$ cat src/rtl/adder_rr_arbiter_if.sv
// Bundle of requester, shared-adder and result signals for adder_rr_arbiter.
// slave = arbiter side, master = environment side (requesters, adder, consumer).
interface adder_rr_arbiter_if #(
  parameter int NUM_REQ = 4,
  parameter int ID_W    = 2
);
  logic [NUM_REQ-1:0]    req_valid;
  logic [NUM_REQ-1:0]    req_ready;
  logic [16*NUM_REQ-1:0] req_a;
  logic [16*NUM_REQ-1:0] req_b;
  logic [NUM_REQ-1:0]    req_sub;
  logic [15:0]           add_a;
  logic [15:0]           add_b;
  logic                  add_cin;
  logic [15:0]           add_s;
  logic                  add_cout;
  logic                  add_cout14;
  logic                  rsp_valid;
  logic                  rsp_ready;
  logic [ID_W-1:0]       rsp_id;
  logic [15:0]           rsp_sum;
  logic                  rsp_carry;
  logic                  rsp_ovf;

  modport slave (
    input  req_valid, req_a, req_b, req_sub, add_s, add_cout, add_cout14, rsp_ready,
    output req_ready, add_a, add_b, add_cin, rsp_valid, rsp_id, rsp_sum, rsp_carry, rsp_ovf
  );

  modport master (
    output req_valid, req_a, req_b, req_sub, add_s, add_cout, add_cout14, rsp_ready,
    input  req_ready, add_a, add_b, add_cin, rsp_valid, rsp_id, rsp_sum, rsp_carry, rsp_ovf
  );
endinterface

$ cat src/rtl/adder_rr_arbiter.sv
// Round-robin arbiter sharing one external 16-bit adder, with a single-entry result register.
// Optional macro ADDER_ARB_SAT_EN: saturate the captured sum on signed overflow.
module adder_rr_arbiter #(
  parameter int NUM_REQ = 4,
  parameter int ID_W    = 2
) (
  input  logic                clk,
  input  logic                rst_n,
  adder_rr_arbiter_if.slave   bus
);
  localparam int PTR_W = (NUM_REQ > 1) ? $clog2(NUM_REQ) : 1;

  logic [PTR_W-1:0]     r_ptr;
  logic                 r_rsp_valid;
  logic [ID_W-1:0]      r_rsp_id;
  logic [15:0]          r_rsp_sum;
  logic                 r_rsp_carry;
  logic                 r_rsp_ovf;

  logic [2*NUM_REQ-1:0] w_rot_full;
  logic [NUM_REQ-1:0]   w_rot;
  logic                 w_found;
  logic [PTR_W-1:0]     w_off;
  logic [PTR_W:0]       w_idx_sum;
  logic [PTR_W-1:0]     w_win;
  logic [PTR_W-1:0]     w_ptr_nxt;
  logic                 w_can_accept;
  logic                 w_take;
  logic [NUM_REQ-1:0]   w_req_ready;
  logic [15:0]          w_add_a;
  logic [15:0]          w_add_b;
  logic                 w_add_cin;
  logic                 w_ovf;
  logic [15:0]          w_sum_cap;

  // Rotating the doubled valid vector by ptr puts the search start at bit 0.
  assign w_rot_full = {bus.req_valid, bus.req_valid} >> r_ptr;
  assign w_rot      = w_rot_full[NUM_REQ-1:0];

  // Distance from ptr to the first valid requester (lowest set bit of the rotated view).
  always_comb begin
    w_found = 1'b0;
    w_off   = '0;
    for (int k = NUM_REQ - 1; k >= 0; k--) begin
      if (w_rot[k]) begin
        w_found = 1'b1;
        w_off   = PTR_W'(k);
      end else begin
        w_found = w_found;
        w_off   = w_off;
      end
    end
  end

  // Absolute winner index modulo NUM_REQ and the pointer value that follows it.
  always_comb begin
    w_idx_sum = {1'b0, r_ptr} + {1'b0, w_off};
    if (w_idx_sum >= (PTR_W+1)'(NUM_REQ)) begin
      w_win = w_idx_sum[PTR_W-1:0] - PTR_W'(NUM_REQ);
    end else begin
      w_win = w_idx_sum[PTR_W-1:0];
    end
    if (w_win == PTR_W'(NUM_REQ - 1)) begin
      w_ptr_nxt = '0;
    end else begin
      w_ptr_nxt = w_win + PTR_W'(1);
    end
  end

  assign w_can_accept = !r_rsp_valid || bus.rsp_ready;
  assign w_take       = rst_n && w_found && w_can_accept;

  // Operand steering to the shared adder; subtraction is A + ~B + 1.
  always_comb begin
    w_add_a     = 16'h0000;
    w_add_b     = 16'h0000;
    w_add_cin   = 1'b0;
    w_req_ready = '0;
    for (int j = 0; j < NUM_REQ; j++) begin
      if (w_found && (w_win == PTR_W'(j))) begin
        w_add_a        = bus.req_a[16*j +: 16];
        w_add_b        = bus.req_sub[j] ? ~bus.req_b[16*j +: 16] : bus.req_b[16*j +: 16];
        w_add_cin      = bus.req_sub[j];
        w_req_ready[j] = w_take;
      end else begin
        w_req_ready[j] = 1'b0;
      end
    end
  end

  assign w_ovf = bus.add_cout ^ bus.add_cout14;

  // Value captured into rsp_sum: raw sum, or clamped on overflow when saturation is built in.
  always_comb begin
`ifdef ADDER_ARB_SAT_EN
    if (w_ovf) begin
      w_sum_cap = bus.add_s[15] ? 16'h7FFF : 16'h8000;
    end else begin
      w_sum_cap = bus.add_s;
    end
`else
    w_sum_cap = bus.add_s;
`endif
  end

  // Result register and round-robin pointer.
  always_ff @(posedge clk) begin
    if (!rst_n) begin
      r_ptr       <= '0;
      r_rsp_valid <= 1'b0;
      r_rsp_id    <= '0;
      r_rsp_sum   <= 16'h0000;
      r_rsp_carry <= 1'b0;
      r_rsp_ovf   <= 1'b0;
    end else if (w_take) begin
      r_ptr       <= w_ptr_nxt;
      r_rsp_valid <= 1'b1;
      r_rsp_id    <= ID_W'(w_win);
      r_rsp_sum   <= w_sum_cap;
      r_rsp_carry <= bus.add_cout;
      r_rsp_ovf   <= w_ovf;
    end else if (r_rsp_valid && bus.rsp_ready) begin
      r_rsp_valid <= 1'b0;
    end else begin
      r_rsp_valid <= r_rsp_valid;
    end
  end

  assign bus.req_ready = w_req_ready;
  assign bus.add_a     = w_add_a;
  assign bus.add_b     = w_add_b;
  assign bus.add_cin   = w_add_cin;
  assign bus.rsp_valid = r_rsp_valid;
  assign bus.rsp_id    = r_rsp_id;
  assign bus.rsp_sum   = r_rsp_sum;
  assign bus.rsp_carry = r_rsp_carry;
  assign bus.rsp_ovf   = r_rsp_ovf;
endmodule

$ cat src/flat_wrapper.sv
// flat-port wrapper written by rule: the top's interface ports become plain ports
module adder_rr_arbiter_flat 
#(
  parameter int NUM_REQ = 4,
  parameter int ID_W    = 2
)
  (clk, rst_n, bus_req_valid, bus_req_a, bus_req_b, bus_req_sub, bus_add_s, bus_add_cout, bus_add_cout14, bus_rsp_ready, bus_req_ready, bus_add_a, bus_add_b, bus_add_cin, bus_rsp_valid, bus_rsp_id, bus_rsp_sum, bus_rsp_carry, bus_rsp_ovf);
  adder_rr_arbiter_if #(.NUM_REQ(NUM_REQ), .ID_W(ID_W)) bus_i ();
  input  logic clk;
  input  logic rst_n;
  input wire logic [$bits(bus_i.req_valid)-1:0] bus_req_valid;
  input wire logic [$bits(bus_i.req_a)-1:0] bus_req_a;
  input wire logic [$bits(bus_i.req_b)-1:0] bus_req_b;
  input wire logic [$bits(bus_i.req_sub)-1:0] bus_req_sub;
  input wire logic [$bits(bus_i.add_s)-1:0] bus_add_s;
  input wire logic [$bits(bus_i.add_cout)-1:0] bus_add_cout;
  input wire logic [$bits(bus_i.add_cout14)-1:0] bus_add_cout14;
  input wire logic [$bits(bus_i.rsp_ready)-1:0] bus_rsp_ready;
  output wire logic [$bits(bus_i.req_ready)-1:0] bus_req_ready;
  output wire logic [$bits(bus_i.add_a)-1:0] bus_add_a;
  output wire logic [$bits(bus_i.add_b)-1:0] bus_add_b;
  output wire logic [$bits(bus_i.add_cin)-1:0] bus_add_cin;
  output wire logic [$bits(bus_i.rsp_valid)-1:0] bus_rsp_valid;
  output wire logic [$bits(bus_i.rsp_id)-1:0] bus_rsp_id;
  output wire logic [$bits(bus_i.rsp_sum)-1:0] bus_rsp_sum;
  output wire logic [$bits(bus_i.rsp_carry)-1:0] bus_rsp_carry;
  output wire logic [$bits(bus_i.rsp_ovf)-1:0] bus_rsp_ovf;
  assign bus_i.req_valid = bus_req_valid;
  assign bus_i.req_a = bus_req_a;
  assign bus_i.req_b = bus_req_b;
  assign bus_i.req_sub = bus_req_sub;
  assign bus_i.add_s = bus_add_s;
  assign bus_i.add_cout = bus_add_cout;
  assign bus_i.add_cout14 = bus_add_cout14;
  assign bus_i.rsp_ready = bus_rsp_ready;
  assign bus_req_ready = bus_i.req_ready;
  assign bus_add_a = bus_i.add_a;
  assign bus_add_b = bus_i.add_b;
  assign bus_add_cin = bus_i.add_cin;
  assign bus_rsp_valid = bus_i.rsp_valid;
  assign bus_rsp_id = bus_i.rsp_id;
  assign bus_rsp_sum = bus_i.rsp_sum;
  assign bus_rsp_carry = bus_i.rsp_carry;
  assign bus_rsp_ovf = bus_i.rsp_ovf;
  adder_rr_arbiter #(.NUM_REQ(NUM_REQ), .ID_W(ID_W)) u_core (.clk(clk), .rst_n(rst_n), .bus(bus_i));
endmodule
$ cat config.mk
export PLATFORM = sky130hd
export DESIGN_NAME = adder_rr_arbiter_flat
export DESIGN_NICKNAME = d
export VERILOG_FILES = /design/src/rtl/adder_rr_arbiter_if.sv /design/src/rtl/adder_rr_arbiter.sv /design/src/flat_wrapper.sv
export SDC_FILE = /design/constraint.sdc
export NUM_CORES = 1
export LEC_CHECK = 0
export ABC_AREA = 1
export ABC_CLOCK_PERIOD_IN_PS = 3700
export CAP_MARGIN = 20
export CORE_MARGIN = 3
export CORE_UTILIZATION = 36
export DETAILED_ROUTE_END_ITERATION = 10
export PLACE_DENSITY = 0.82
export SYNTH_ARGS = -nofsm -noshare
export SYNTH_HDL_FRONTEND = slang
export SYNTH_SLANG_ARGS = --single-unit
$ cat constraint.sdc
create_clock -name clk -period 3.7 [get_ports clk]
set_input_delay 0.37 -clock clk [delete_from_list [all_inputs] [get_ports clk]]
set_output_delay 0.37 -clock clk [all_outputs]
set_load 0.01 [all_outputs]
== Word-level counts from Yosys, hierarchy flattened ==
Index checks and enable logic that the tools add are counted.
Storage, ports and cells
  register bits after elaboration: 23
  input bits: 157
  logic and storage cells: 59
Cells by class
  $add $sub $neg: 2
  equality and inequality tests: 3
  shifts and indexed selects: 1
  multiplexer cells: 31
  bitwise gates (word level): 5
  reductions and logical operators: 11
Operator list (count)
  16-bit two-way mux: 12
  16-bit inverter: 4
  1-bit two-way mux: 14
  2-bit two-way mux: 5
  8-bit by 2-bit >> shifter with 4-bit output: 1
  1-bit logical AND: 7
  2-bit == test (second input constant): 2
  2-bit by 1-bit adder with 2-bit output (second input constant): 1
  2-bit adder: 1
  2-bit by 1-bit == test with 1-bit output (second input constant): 1
  2-bit zero test: 1
  2-bit nonzero test: 1
  1-bit zero test: 1
  1-bit logical OR: 1
  1-bit bitwise XOR: 1

== Logic depth before layout (Yosys ltp) ==
Gate-level depths: netlist of the first run.
  depth after elaboration: 12
  mapped depth: 18

== Worst setup path before layout of the first run ==
No wires, ideal clock.
  path type: reg-to-output
  from: register u_core.r_ptr[0]
  to: output port bus_add_b[3]
  arrival: 2.770 ns
  data required time: 3.330 ns
  slack: 0.560 ns
  cell stages (with the launch flop): 18
  path through: dfxtp_1 > inv_2 > nand2_1 > nand3_1 > nand2_1 > nand3_1 > a21boi_0 > ha_1 > xnor2_1 > xor2_1 > inv_1 > ha_1 > nor2_1 > clkbuf_1 > nand3_1 > nand2_1 > nand2_1 > a21oi_1
On the way
  longest elaborated chain between the ends: 12
  elaborated cells between the ends (all ways): 22
  classes of those cells: add/sub (1); eq/ne (3); shift (1); mux (12); reduce/logical (5)
RTL lines
  from (decl): line adder_rr_arbiter.sv:13  | logic [PTR_W-1:0] r_ptr;
  from (signal assigned): line adder_rr_arbiter.sv:116  | r_ptr <= w_ptr_nxt;
  8-bit by 2-bit >> shifter with 4-bit output: line adder_rr_arbiter.sv:37  | assign w_rot_full = {bus.req_valid, bus.req_valid} >> r_ptr;
  2-bit two-way mux (4 in series): line adder_rr_arbiter.sv:45  | if (w_rot[k]) begin
  2-bit adder *: line adder_rr_arbiter.sv:57  | w_idx_sum = {1'b0, r_ptr} + {1'b0, w_off};
  named net u_core.w_idx_sum[1]: line adder_rr_arbiter.sv:24  | logic [PTR_W:0] w_idx_sum;
  2-bit zero test: line adder_rr_arbiter.sv:80  | if (w_found && (w_win == PTR_W'(j))) begin
  1-bit logical AND: line adder_rr_arbiter.sv:80
  16-bit two-way mux (3 in series): line adder_rr_arbiter.sv:80
  16-bit two-way mux *: line adder_rr_arbiter.sv:80
  to (decl): line flat_wrapper.sv:21  | output wire logic [$bits(bus_i.add_b)-1:0] bus_add_b;
The timed path passes the listed nets; every way through them passes the cells marked *.

== Final worst setup path of the first run ==
  from: input port bus_req_valid[1]
  to: output port bus_add_a[4]
On the way
  longest elaborated chain between the ends: 12
  elaborated cells between the ends (all ways): 22
  classes of those cells: add/sub (1); eq/ne (3); shift (1); mux (12); reduce/logical (5)
RTL lines
  from (decl): line flat_wrapper.sv:11  | input wire logic [$bits(bus_i.req_valid)-1:0] bus_req_valid;
  8-bit by 2-bit >> shifter with 4-bit output *: line adder_rr_arbiter.sv:37
  2-bit two-way mux (3 in series): line adder_rr_arbiter.sv:45
  2-bit two-way mux *: line adder_rr_arbiter.sv:45
  2-bit adder *: line adder_rr_arbiter.sv:57
  named net u_core.w_idx_sum[1]: line adder_rr_arbiter.sv:24
  2-bit zero test: line adder_rr_arbiter.sv:80
  1-bit logical AND: line adder_rr_arbiter.sv:80
  16-bit two-way mux (3 in series): line adder_rr_arbiter.sv:80
  16-bit two-way mux *: line adder_rr_arbiter.sv:80
  to (decl): line flat_wrapper.sv:20  | output wire logic [$bits(bus_i.add_a)-1:0] bus_add_a;
Marked as above.

==> results.sh, run 1 <==
export IMPL_avgRoutedWirePerCell_um=15.2
export IMPL_arrival_ps=3350
export IMPL_synth_fa_ha_area_share_pct=2.03
export IMPL_fin_nets=912
export IMPL_synthTopCellsByArea="nand2_1 21%, xor2_1 18%, dfxtp_1 15%"
export IMPL_cts_sinks=23
export IMPL_syn_num_nets=694
export IMPL_cts_htree_levels=1
export IMPL_die_w_um=98.5
export IMPL_setup_ws_ps=-21.5
export IMPL_status="finished with violations"
export IMPL_synth_avg_cell_area_um2=5.80
export IMPL_worstMarginPinSlew_ps=913
export IMPL_grt_max_degree=47
export IMPL_dr_pass1_iters=4
export IMPL_cts_tree="done"
export IMPL_min_period_over_period_pct=101
export IMPL_holdBufCountCts=0
export IMPL_synth_xor_area_share_pct=18.2
export IMPL_pre_cts_slack_ps=-225
export IMPL_holdWs_ps=478
export IMPL_initial_core_util_pct=37.3
export IMPL_dp_cells=836
export IMPL_violations="setup timing"
export IMPL_ys_types=22
export IMPL_rsz0062_at_grt="true"
export IMPL_p_leak_nw=2.83
export IMPL_synth_top_family_by_area="simple AND/OR/NAND/NOR gates"
export IMPL_critical_path_class="input pin to primary output"
export IMPL_ys_seq_elements=23
export IMPL_die_area_um2=9710
export IMPL_maxCapViolCount=0
export IMPL_synth_top_area_share_pct=21.1
export IMPL_worstHoldPathCells=2
export IMPL_area_growth_pct=82.9
export IMPL_hpwlAfterDp_um=9360
export IMPL_dr_total_vias=4228
export IMPL_core_rowCount=33
export IMPL_drt_iter0_drc=198
export IMPL_detail_route_antenna_nets=0
export IMPL_worstSetupStartpointType="input pin"
export IMPL_crit_fanout=9
export IMPL_cp_end_kind="primary output"
export IMPL_grt_pass1_vias=3928
export IMPL_die_y_um=98.5
export IMPL_slew_headroom_pct=38.9
export IMPL_pin_count=215
export IMPL_fp_coreArea_um2=8260
export IMPL_drc=0
export IMPL_final_util_pct=68.3
export IMPL_grt_pass1_wl_um=19500
export IMPL_hold_class="flop to flop"
export IMPL_reg2reg_depth=13
export IMPL_final_common_cell="clkdlybuf4s50_1"
export IMPL_fmax_mhz=269
export IMPL_synth_seq_area_share_pct=14.9
export IMPL_ys_warn_count=0
export IMPL_grtUsageTotal_pct=23.8
export IMPL_diodes=0
export IMPL_maxSlewViolCount=0
export IMPL_post_synth_mux_area_share_pct=0
export IMPL_synthSimpleGateAreaFrac_pct=42.2
export IMPL_clock_latency_ps=260
export IMPL_netlist_area_um2=3080
export IMPL_yosys_area_top_type="nand2_1"
export IMPL_power_density_nw_per_um2=1290
export IMPL_antenna_found_initial=0
export IMPL_finalSetupViolCount=1
export IMPL_cts_clk_slew_worst_paths_ps=80
export IMPL_finalHoldViolCount=0
export IMPL_nFillCells=709
export IMPL_cts_buffers=3
export IMPL_final_cell_mix="180 x clkdlybuf4s50_1, 173 x nand2_1, 91 x nand3_1"
export IMPL_fin_cells=854
export IMPL_port_buffers=214
export IMPL_total_power_mw=7.30
export IMPL_final_layout_size_suffix_gt1_share_pct=10.5
export IMPL_synth_compound_area_share_pct=9.50
export IMPL_syn_instance_count=532
export IMPL_crit_required_ps=3330
export IMPL_grt_overflow_total=0
export IMPL_reg2reg_slack_ps=1340
export IMPL_cts_buffer_depth=2
export IMPL_via_per_inst=4.95
export IMPL_place_gp_congestion=0.965
export IMPL_finalClockSkew_ps=1.49
export IMPL_clockRootBuffer="clkbuf_8"
export IMPL_period_needed_ps=3720
export IMPL_ir_drop_mv=0.688
export IMPL_finalWirelength_um=13000
[layer usage]
metal / wire length (um) / vias up / global-route usage [%] / share of wire (%)
met5: 0 / - / 0 / 0
met4: 289 / 0 / 6.51 / 2.2
met3: 1070 / 24 / 3.54 / 8.3
met2: 6540 / 202 / 41.8 / 50
met1: 5080 / 1895 / 30.2 / 39
li1: - / 2107 / - / -
[cell type report]
class                   instances  area (um2)  share of cell area [%]
clock buffers                   3        41.3                   0.732
clock inverters                 1        5.00                  0.0888
inverters                      47         189                    3.35
multi-input cells             424        2280                    40.5
flip-flops and latches         23         460                    8.17
well taps                     105         131                    2.33
repair buffers                249        2510                    44.5
repair inverters                2        17.5                   0.311
[synth_stat cells (all sizes together)]
library cell and n:
xnor2 2, ha 5, a21oi 16, nor2 28, inv 47, o21ai 41
dfxtp 23, nand2 178, a21boi 1, buf 27, nand3 91, clkbuf 11
xor2 62
[worst max-delay path, stage by stage]
cell             delay (ps)
clkdlybuf4s50_1         420
nand2_1                  90
nand3_1                  80
nand2_1                 110
nand3_1                  90
a21boi_2                150
ha_2                    210
xnor2_2                 120
xor2_1                  240
buf_4                   160
buf_4                   100
ha_4                    170
nand2_8                 110
clkbuf_16               200
o21ai_1                 110
inv_1                    50
nand2_1                  50
nand2_1                  40
clkdlybuf4s50_1         480
[final timing paths]
| kind | from | end |
|---|---|---|
| setup / recovery | bus_req_valid[1] | bus_add_a[4] |
| hold / removal | u_core.bus.rsp_sum[4]$_SDFFE_PN0P_ | u_core.bus.rsp_sum[4]$_SDFFE_PN0P_ |
| setup reg to reg | u_core.r_ptr[0]$_SDFFE_PN0P_ | u_core.r_ptr[1]$_SDFFE_PN0P_ |
| hold reg to reg | u_core.bus.rsp_sum[4]$_SDFFE_PN0P_ | u_core.bus.rsp_sum[4]$_SDFFE_PN0P_ |
[cells by family (layout without fill, tap and decap cells)]
logic type | count (synthesis) | after routing
AND/OR/NAND/NOR | 297 | 297
buffers and inverters | 85 | 302
AO/OA/AOI/OAI | 58 | 58
adder cells (fa/ha/maj) | 5 | 5
flip-flops | 23 | 23
XOR/XNOR | 64 | 64
[per-stage QoR]
step	TNS, ps	area (um2)
2_1_floorplan	0	3080
3_3_place_gp	-1630	5370
3_5_place_dp	-5270	5370
4_1_cts	0	5480
5_1_grt	-250	5640
6_report	-21.5	5640
[registers in the layout, summed over array words and instances (netlist names)]
signal                flops
u_core.bus.rsp_ovf        1
u_core.bus.rsp_id         2
u_core.bus.rsp_valid      1
u_core.bus.rsp_sum       16
u_core.r_ptr              2
u_core.bus.rsp_carry      1
[repair_timing]
action,in CTS,in global routing
buffers inserted,2,5
setup endpoints to repair,34,35
resized for setup,27,63
pin swaps,2,4
cloned,2,5
[power breakdown]
part	internal [mW]	switching, mW
Combinational	3.15	3.64
Sequential	0.306	0.0444
Clock	0.0750	0.0778
Power figures use the tool's default switching activity.
==> run 2, diff against run 1 <==
--- a/config.mk
+++ b/config.mk
@@ -10,6 +10,7 @@
 export CAP_MARGIN = 20
 export CORE_MARGIN = 3
 export CORE_UTILIZATION = 36
+export CTS_CLUSTER_SIZE = 24
 export DETAILED_ROUTE_END_ITERATION = 10
 export PLACE_DENSITY = 0.82
 export SYNTH_ARGS = -nofsm -noshare
==> results of run 2 <==
Final layout, timing and power as in run 1 (identical DEF).
